[src/rtl/ppu_ctrl_pkg.sv]
// Control-bundle definitions shared by Control_Unit, the control pipeline and
// the stage consumers that pick individual enables out of a registered bundle.
package ppu_ctrl_pkg;

  localparam int CTRL_BUNDLE_W = 27;

  typedef struct packed {
    logic       load;
    logic       rf_en;
    logic       ram_en;
    logic       rw;
    logic       se;
    logic       jalr;
    logic       jal;
    logic       auipc;
    logic [2:0] shift_imm;
    logic [3:0] alu_op;
    logic [1:0] ram_size;
    logic [9:0] comb_opfunct;
  } ctrl_bundle_t;

  // Bit offsets / widths of each field inside the packed bundle
  localparam int OFF_COMB_OPFUNCT = 0;   localparam int W_COMB_OPFUNCT = 10;
  localparam int OFF_RAM_SIZE     = 10;  localparam int W_RAM_SIZE     = 2;
  localparam int OFF_ALU_OP       = 12;  localparam int W_ALU_OP       = 4;
  localparam int OFF_SHIFT_IMM    = 16;  localparam int W_SHIFT_IMM    = 3;
  localparam int OFF_AUIPC        = 19;
  localparam int OFF_JAL          = 20;
  localparam int OFF_JALR         = 21;
  localparam int OFF_SE           = 22;
  localparam int OFF_RW           = 23;
  localparam int OFF_RAM_EN       = 24;
  localparam int OFF_RF_EN        = 25;
  localparam int OFF_LOAD         = 26;

  // NOP must be all-zero so a bubble can never assert an enable downstream
  localparam logic [CTRL_BUNDLE_W-1:0] NOP_CTRL = '0;

  function automatic logic [CTRL_BUNDLE_W-1:0] pack_ctrl(input ctrl_bundle_t b);
    return b;
  endfunction

  function automatic ctrl_bundle_t unpack_ctrl(input logic [CTRL_BUNDLE_W-1:0] v);
    return ctrl_bundle_t'(v);
  endfunction

endpackage

[src/rtl/ctrl_pipe_stage.sv]
// One control-pipeline register: bundle plus valid bit, with flush > hold >
// bubble > load priority under a synchronous reset.
module ctrl_pipe_stage #(
  parameter int W = 27
) (
  input  logic         clk,
  input  logic         Reset,
  input  logic         flush_i,
  input  logic         hold_i,
  input  logic         bubble_i,
  input  logic [W-1:0] src_ctrl_i,
  input  logic         src_valid_i,
  output logic [W-1:0] ctrl_o,
  output logic         valid_o
);

  logic [W:0] stage_q, stage_d;

  always_comb begin
    stage_d = stage_q;
    if (flush_i)       stage_d = '0;
    else if (hold_i)   stage_d = stage_q;
    else if (bubble_i) stage_d = '0;
    // an invalid entry is stored as NOP so its enables stay low
    else               stage_d = src_valid_i ? {1'b1, src_ctrl_i} : '0;
  end

  always_ff @(posedge clk) begin
    if (Reset) stage_q <= '0;
    else       stage_q <= stage_d;
  end

  assign valid_o = stage_q[W];
  assign ctrl_o  = stage_q[W-1:0];

endmodule

[src/rtl/ctrl_signal_pipeline.sv]
// Parametrised ID/EX..MEM/WB control-bundle pipeline with per-stage hold/flush,
// bubble insertion behind holds, upstream stall and saturating retire/stall counters.
module ctrl_signal_pipeline
  import ppu_ctrl_pkg::*;
#(
  parameter int CTRL_W = 27,
  parameter int STAGES = 3,
  parameter int CNT_W  = 16
) (
  input  logic                         clk,
  input  logic                         Reset,
  input  logic [CTRL_W-1:0]            id_ctrl_in,
  input  logic                         id_valid_in,
  input  logic                         nop_sel,
  input  logic [STAGES-1:0]            hold_mask,
  input  logic [STAGES-1:0]            flush_mask,
  output logic [STAGES*CTRL_W-1:0]     stage_ctrl,
  output logic [STAGES-1:0]            stage_valid,
  output logic                         upstream_le,
  output logic [$clog2(STAGES+1)-1:0]  occupancy,
  output logic [CNT_W-1:0]             retire_count,
  output logic [CNT_W-1:0]             stall_count
);

  localparam int OCC_W = $clog2(STAGES+1);
  localparam logic [CTRL_W-1:0] NOP = CTRL_W'(NOP_CTRL);

  logic [STAGES-1:0]             eff_hold, bubble;
  logic [STAGES-1:0][CTRL_W-1:0] ctrl_q, src_ctrl;
  logic [STAGES-1:0]             valid_q, src_valid;
  logic [CNT_W-1:0]              retire_q, retire_d, stall_q, stall_d;
  logic                          retire_now;

  // A hold anywhere freezes every stage upstream of it
  always_comb begin
    eff_hold = '0;
    for (int k = 0; k < STAGES; k++) eff_hold[k] = |(hold_mask >> k);
  end

  always_comb begin
    src_ctrl     = '0;
    src_valid    = '0;
    bubble       = '0;
    src_ctrl[0]  = nop_sel ? NOP : id_ctrl_in;
    src_valid[0] = ~nop_sel & id_valid_in;
    for (int k = 1; k < STAGES; k++) begin
      src_ctrl[k]  = ctrl_q[k-1];
      src_valid[k] = valid_q[k-1];
      bubble[k]    = eff_hold[k-1];
    end
  end

  for (genvar k = 0; k < STAGES; k++) begin : g_stage
    ctrl_pipe_stage #(.W(CTRL_W)) u_stage (
      .clk        (clk),
      .Reset      (Reset),
      .flush_i    (flush_mask[k]),
      .hold_i     (eff_hold[k]),
      .bubble_i   (bubble[k]),
      .src_ctrl_i (src_ctrl[k]),
      .src_valid_i(src_valid[k]),
      .ctrl_o     (ctrl_q[k]),
      .valid_o    (valid_q[k])
    );
  end

  assign upstream_le = ~eff_hold[0];
  assign retire_now  = valid_q[STAGES-1] & ~eff_hold[STAGES-1] & ~flush_mask[STAGES-1];

  always_comb begin
    retire_d = retire_q;
    stall_d  = stall_q;
    if (retire_now && retire_q != '1) retire_d = retire_q + CNT_W'(1);
    if (!upstream_le && stall_q != '1) stall_d = stall_q + CNT_W'(1);
  end

  always_ff @(posedge clk) begin
    if (Reset) begin
      retire_q <= '0;
      stall_q  <= '0;
    end else begin
      retire_q <= retire_d;
      stall_q  <= stall_d;
    end
  end

  always_comb begin
    occupancy = '0;
    for (int k = 0; k < STAGES; k++) occupancy = occupancy + OCC_W'(valid_q[k]);
  end

  assign stage_ctrl   = ctrl_q;
  assign stage_valid  = valid_q;
  assign retire_count = retire_q;
  assign stall_count  = stall_q;

endmodule

[config.mk]
export PLATFORM = sky130hd
export DESIGN_NAME = ctrl_signal_pipeline
export DESIGN_NICKNAME = d
export VERILOG_FILES = /design/src/rtl/ppu_ctrl_pkg.sv /design/src/rtl/ctrl_pipe_stage.sv /design/src/rtl/ctrl_signal_pipeline.sv
export SDC_FILE = /design/constraint.sdc
export NUM_CORES = 1
export LEC_CHECK = 0
export ABC_AREA = 1
export BUFFER_PORTS_ARGS = -buffer_cell sky130_fd_sc_hd__buf_2
export CORE_MARGIN = 2
export CORE_UTILIZATION = 50
export DETAILED_ROUTE_END_ITERATION = 10
export PLACE_DENSITY = 0.79
export SYNTH_ARGS = -nofsm -noshare
export SYNTH_HDL_FRONTEND = slang
export SYNTH_SLANG_ARGS = --single-unit
export TNS_END_PERCENT = 30
[constraint.sdc]
create_clock -name clk -period 3.4 [get_ports clk]
set_clock_uncertainty 0.05 [all_clocks]
set_input_delay 0.51 -clock clk [delete_from_list [all_inputs] [get_ports clk]]
set_output_delay 0.51 -clock clk [all_outputs]
set_load 0.02 [all_outputs]
==> out/qor.csv <==
stage,metric,value,unit
status,status,finished clean,
logic_synthesis,register bit total from synthesis,116,
global_route,initial antenna violation count,0,
setup_path,critical path's slowest cell,buf_2,
drt,DRT iter0 DRCs,310,
timing,final setup violating endpoints,0,
setup_path,stages on the worst setup path,5,
min_path,Hold EP,g_stage[0].u_stage.stage_q[4]$_SDFFE_PP0P_,
cts,clk root buf,clkbuf_8,
finish,"non-filler cells, final",973,
floorplan,Die H,103.2,µm
setup_path,Worst Setup Start Kind,input port,
timing,RSZ-0062 raised after global routing,no,
timing,Final Hold Viols,0,
timing,min Tclk post-route,2506,ps
logic_synthesis,Synth area leaders,"dfxtp_1 (47%), nand2_1 (17%), a21oi_1 (11%)",
timing,f_max,399.0,MHz
global_route,GRT overflow,0,
logic_synthesis,"count leader, synth",nand2_1,
cts,CTS max path bufs,2,
drt,first-pass iteration count of the detailed router,5,
floorplan,Initial Utilization,0.5085,
setup_path,"most used cell, CP",buf_2,
timing,Setup TNS,0,ps
timing,fin. max-slew vios,0,
pwr,worst vdd ir,0.3196,mV
setup_path,Worst R2R Start,retire_count[0]$_SDFFE_PP0P_,
logic_synthesis,post-synthesis cell count,684,
setup_path,R2R Setup Slk,1540,ps
floorplan,Core Rows,36,
setup_path,worst reg2reg endpoint,retire_count[2]$_SDFFE_PP0P_,
logic_synthesis,area share of the largest cell type after synthesis,0.4715,
cts,clk sinks,116,
drt,via count,5116,
place,Placer Congestion,0.8606,
floorplan,IO Count,156,
logic_synthesis,Synthesis Warnings,0,
setup_path,CP required,2840,ps
place,port buffer count,155,
cts,CTS Buf Count,17,
cts,clk slew on worst S/H paths,60,ps
finish,layout cell share with drive strength beyond 1,0.2548,
logic_synthesis,post-synthesis sequential area ratio,0.4715,
logic_synthesis,Yosys cell types,28,
setup_path,WP data arrival,1950,ps
global_route,GRT Overall Usage,0.2567,
drt,DRC Markers,0,
timing,worst hold slack,189.9,ps
drt,WL per Instance,14.14,µm
logic_synthesis,most instantiated cells after synthesis,"nand2_1 (217), dfxtp_1 (116), a21oi_1 (105)",
global_route,pin count of the biggest net entering global routing,34,
pwr,Power Density,534.4,nW/µm²
setup_path,Top Family by Delay on Critical Path,buffers and inverters,
flow_run,total of max-cap violations,0,
global_route,vias in the first global route,4447,
finish,n_diodes,0,
cts,hold_buf cts,0,
setup_path,CP Max Fanout,30,
setup_path,Setup CP Type,input port to output port,
drt,vias per inst,5.258,
logic_synthesis,number of synthesized flops with an enable pin,0,
min_path,HP Start,id_ctrl_in[4],
place,placed cells,941,
cts,# H-tree levels,4,
logic_synthesis,async set-reset flop share out of synthesis,0,
place,DP HPWL,9.774,mm
logic_synthesis,"Avg Cell Area, Syn",7.200,µm²
floorplan,die area,10660,µm²
timing,Tightest Pin Transition,860.6,ps
cts,post-CTS sizing,0,
timing,final worst path period share,0.7371,
setup_path,Buf/Inv on CP,3,
setup_path,Worst R2R Path Depth,6,
drt,Routed WL,13.76,mm
global_route,global-route wire length before repair,21.10,mm
finish,Area Overhead vs Synth,28.51,%
setup_path,Worst setup EP type,output port,
setup_path,delay of the slowest cell on the worst path,430,ps
floorplan,Die W,103.2,µm
cts,postcts setup bufs,0,
logic_synthesis,Syn Nets,724,
pwr,Leakage Power,2.683,nW
min_path,worst min-delay path category,input port to register,
setup_path,crit-path cells,"buf_2, nor2_4, nand2_2, inv_1, buf_2",
finish,nets,867,
cts,TritonCTS clock tree,built,
place,DP Area,5687,µm²
drt,Final ANT Viol Nets,0,
finish,fin area,6329,µm²
timing,Max-Slew Margin vs Limit,0.4249,
cts,clk_lat worst skew,520,ps
min_path,hold path depth,3,
floorplan,core footprint,9684,µm²
logic_synthesis,Main synth FF type,dfxtp_1,
logic_synthesis,Mapped Area,4925,µm²
logic_synthesis,post-synth top area cell,dfxtp_1,
-- where the power goes --
part | total, mW | switching, mW | internal, mW
registers | 1.37 | 0.00558 | 1.37
logic | 0.110 | 0.0748 | 0.0348
clock network | 1.90 | 0.632 | 1.27
total | 3.38 | 0.712 | 2.67
-- registers in the layout (all words and copies together), names as in the netlist --
register and cells:
stall_count 16, retire_count 16, g_stage.u_stage.stage_q 84
-- worst max-delay path by stage --
stage	to	from	slack, ps
after floorplan	stall_count[13]$_SDFFE_PP0P_	stall_count[0]$_SDFFE_PP0P_	1750
after global placement	upstream_le	hold_mask[2]	950
after detailed placement	upstream_le	hold_mask[2]	920
after CTS	upstream_le	hold_mask[2]	910
after global routing	upstream_le	hold_mask[2]	750
final	upstream_le	hold_mask[2]	890
-- layer usage --
layer / wire length [µm] / share of wire / up-vias / GRT usage
li1: - / - / 2510 / -
met1: 5793 / 0.42 / 2379 / 0.3309
met2: 6637 / 0.48 / 197 / 0.4111
met3: 970 / 0.071 / 30 / 0.06653
met4: 357 / 0.026 / 0 / 0.1063
met5: 0 / 0 / - / 0
-- worst reg2reg max path, stage by stage (launching register included) --
cell,delay [ps]
dfxtp_1,410
ha_1,200
inv_1,60
nor2_1,250
nand4_2,410
a21oi_1,300
nor2_1,70
-- cell usage in the layout (no fill, tap or decap), types with 2 or more instances in the layout --
cell type   instances
nand2_1           217
a21oi_1           105
nand3_2             6
nand3_1            65
clkinv_1            2
nand4_1             2
ha_1                2
a21oi_2             2
buf_4               5
or2_2               2
clkbuf_8            5
nor2_4              3
bufinv_16           4
nor2_1             79
clkinvlp_4          4
dfxtp_1           116
nor2_2              4
inv_1              31
buf_2             155
nor3_1              4
clkbuf_16          16
-- through the flow --
stage / util / total power [mW] / setup WS, ps
after global placement: 0.5872 / 1.506 / 945.8
after floorplan: - / 1.471 / 1746
after global routing: 0.6535 / 3.475 / 749.4
final: 0.6535 / 3.382 / 893.8
after detailed placement: 0.5872 / 1.509 / 919.5
after CTS: 0.6535 / 3.395 / 912.8
-- logic make-up (layout without fill, tap and decap cells) --
kind of cell | after synthesis | in the layout | synth area share
adders and majority gates | 3 | 3 | 0.009146
buffers and inverters | 70 | 226 | 0.07012
DFF | 116 | 116 | 0.4715
and+or+nand+nor | 387 | 387 | 0.3379
AOI/OAI and AO/OA | 108 | 108 | 0.1113
-- cell type report --
type / count / area [µm²]
clock inverter: 11 / 172.7
tap: 133 / 166.4
sequential: 116 / 2322
inverter: 34 / 127.6
multi-input combinational: 498 / 2257
timing repair buffer: 160 / 813.3
fill: 836 / 3356
clock buffer: 21 / 469.2
No activity file was read; power rests on OpenSTA's default activity.
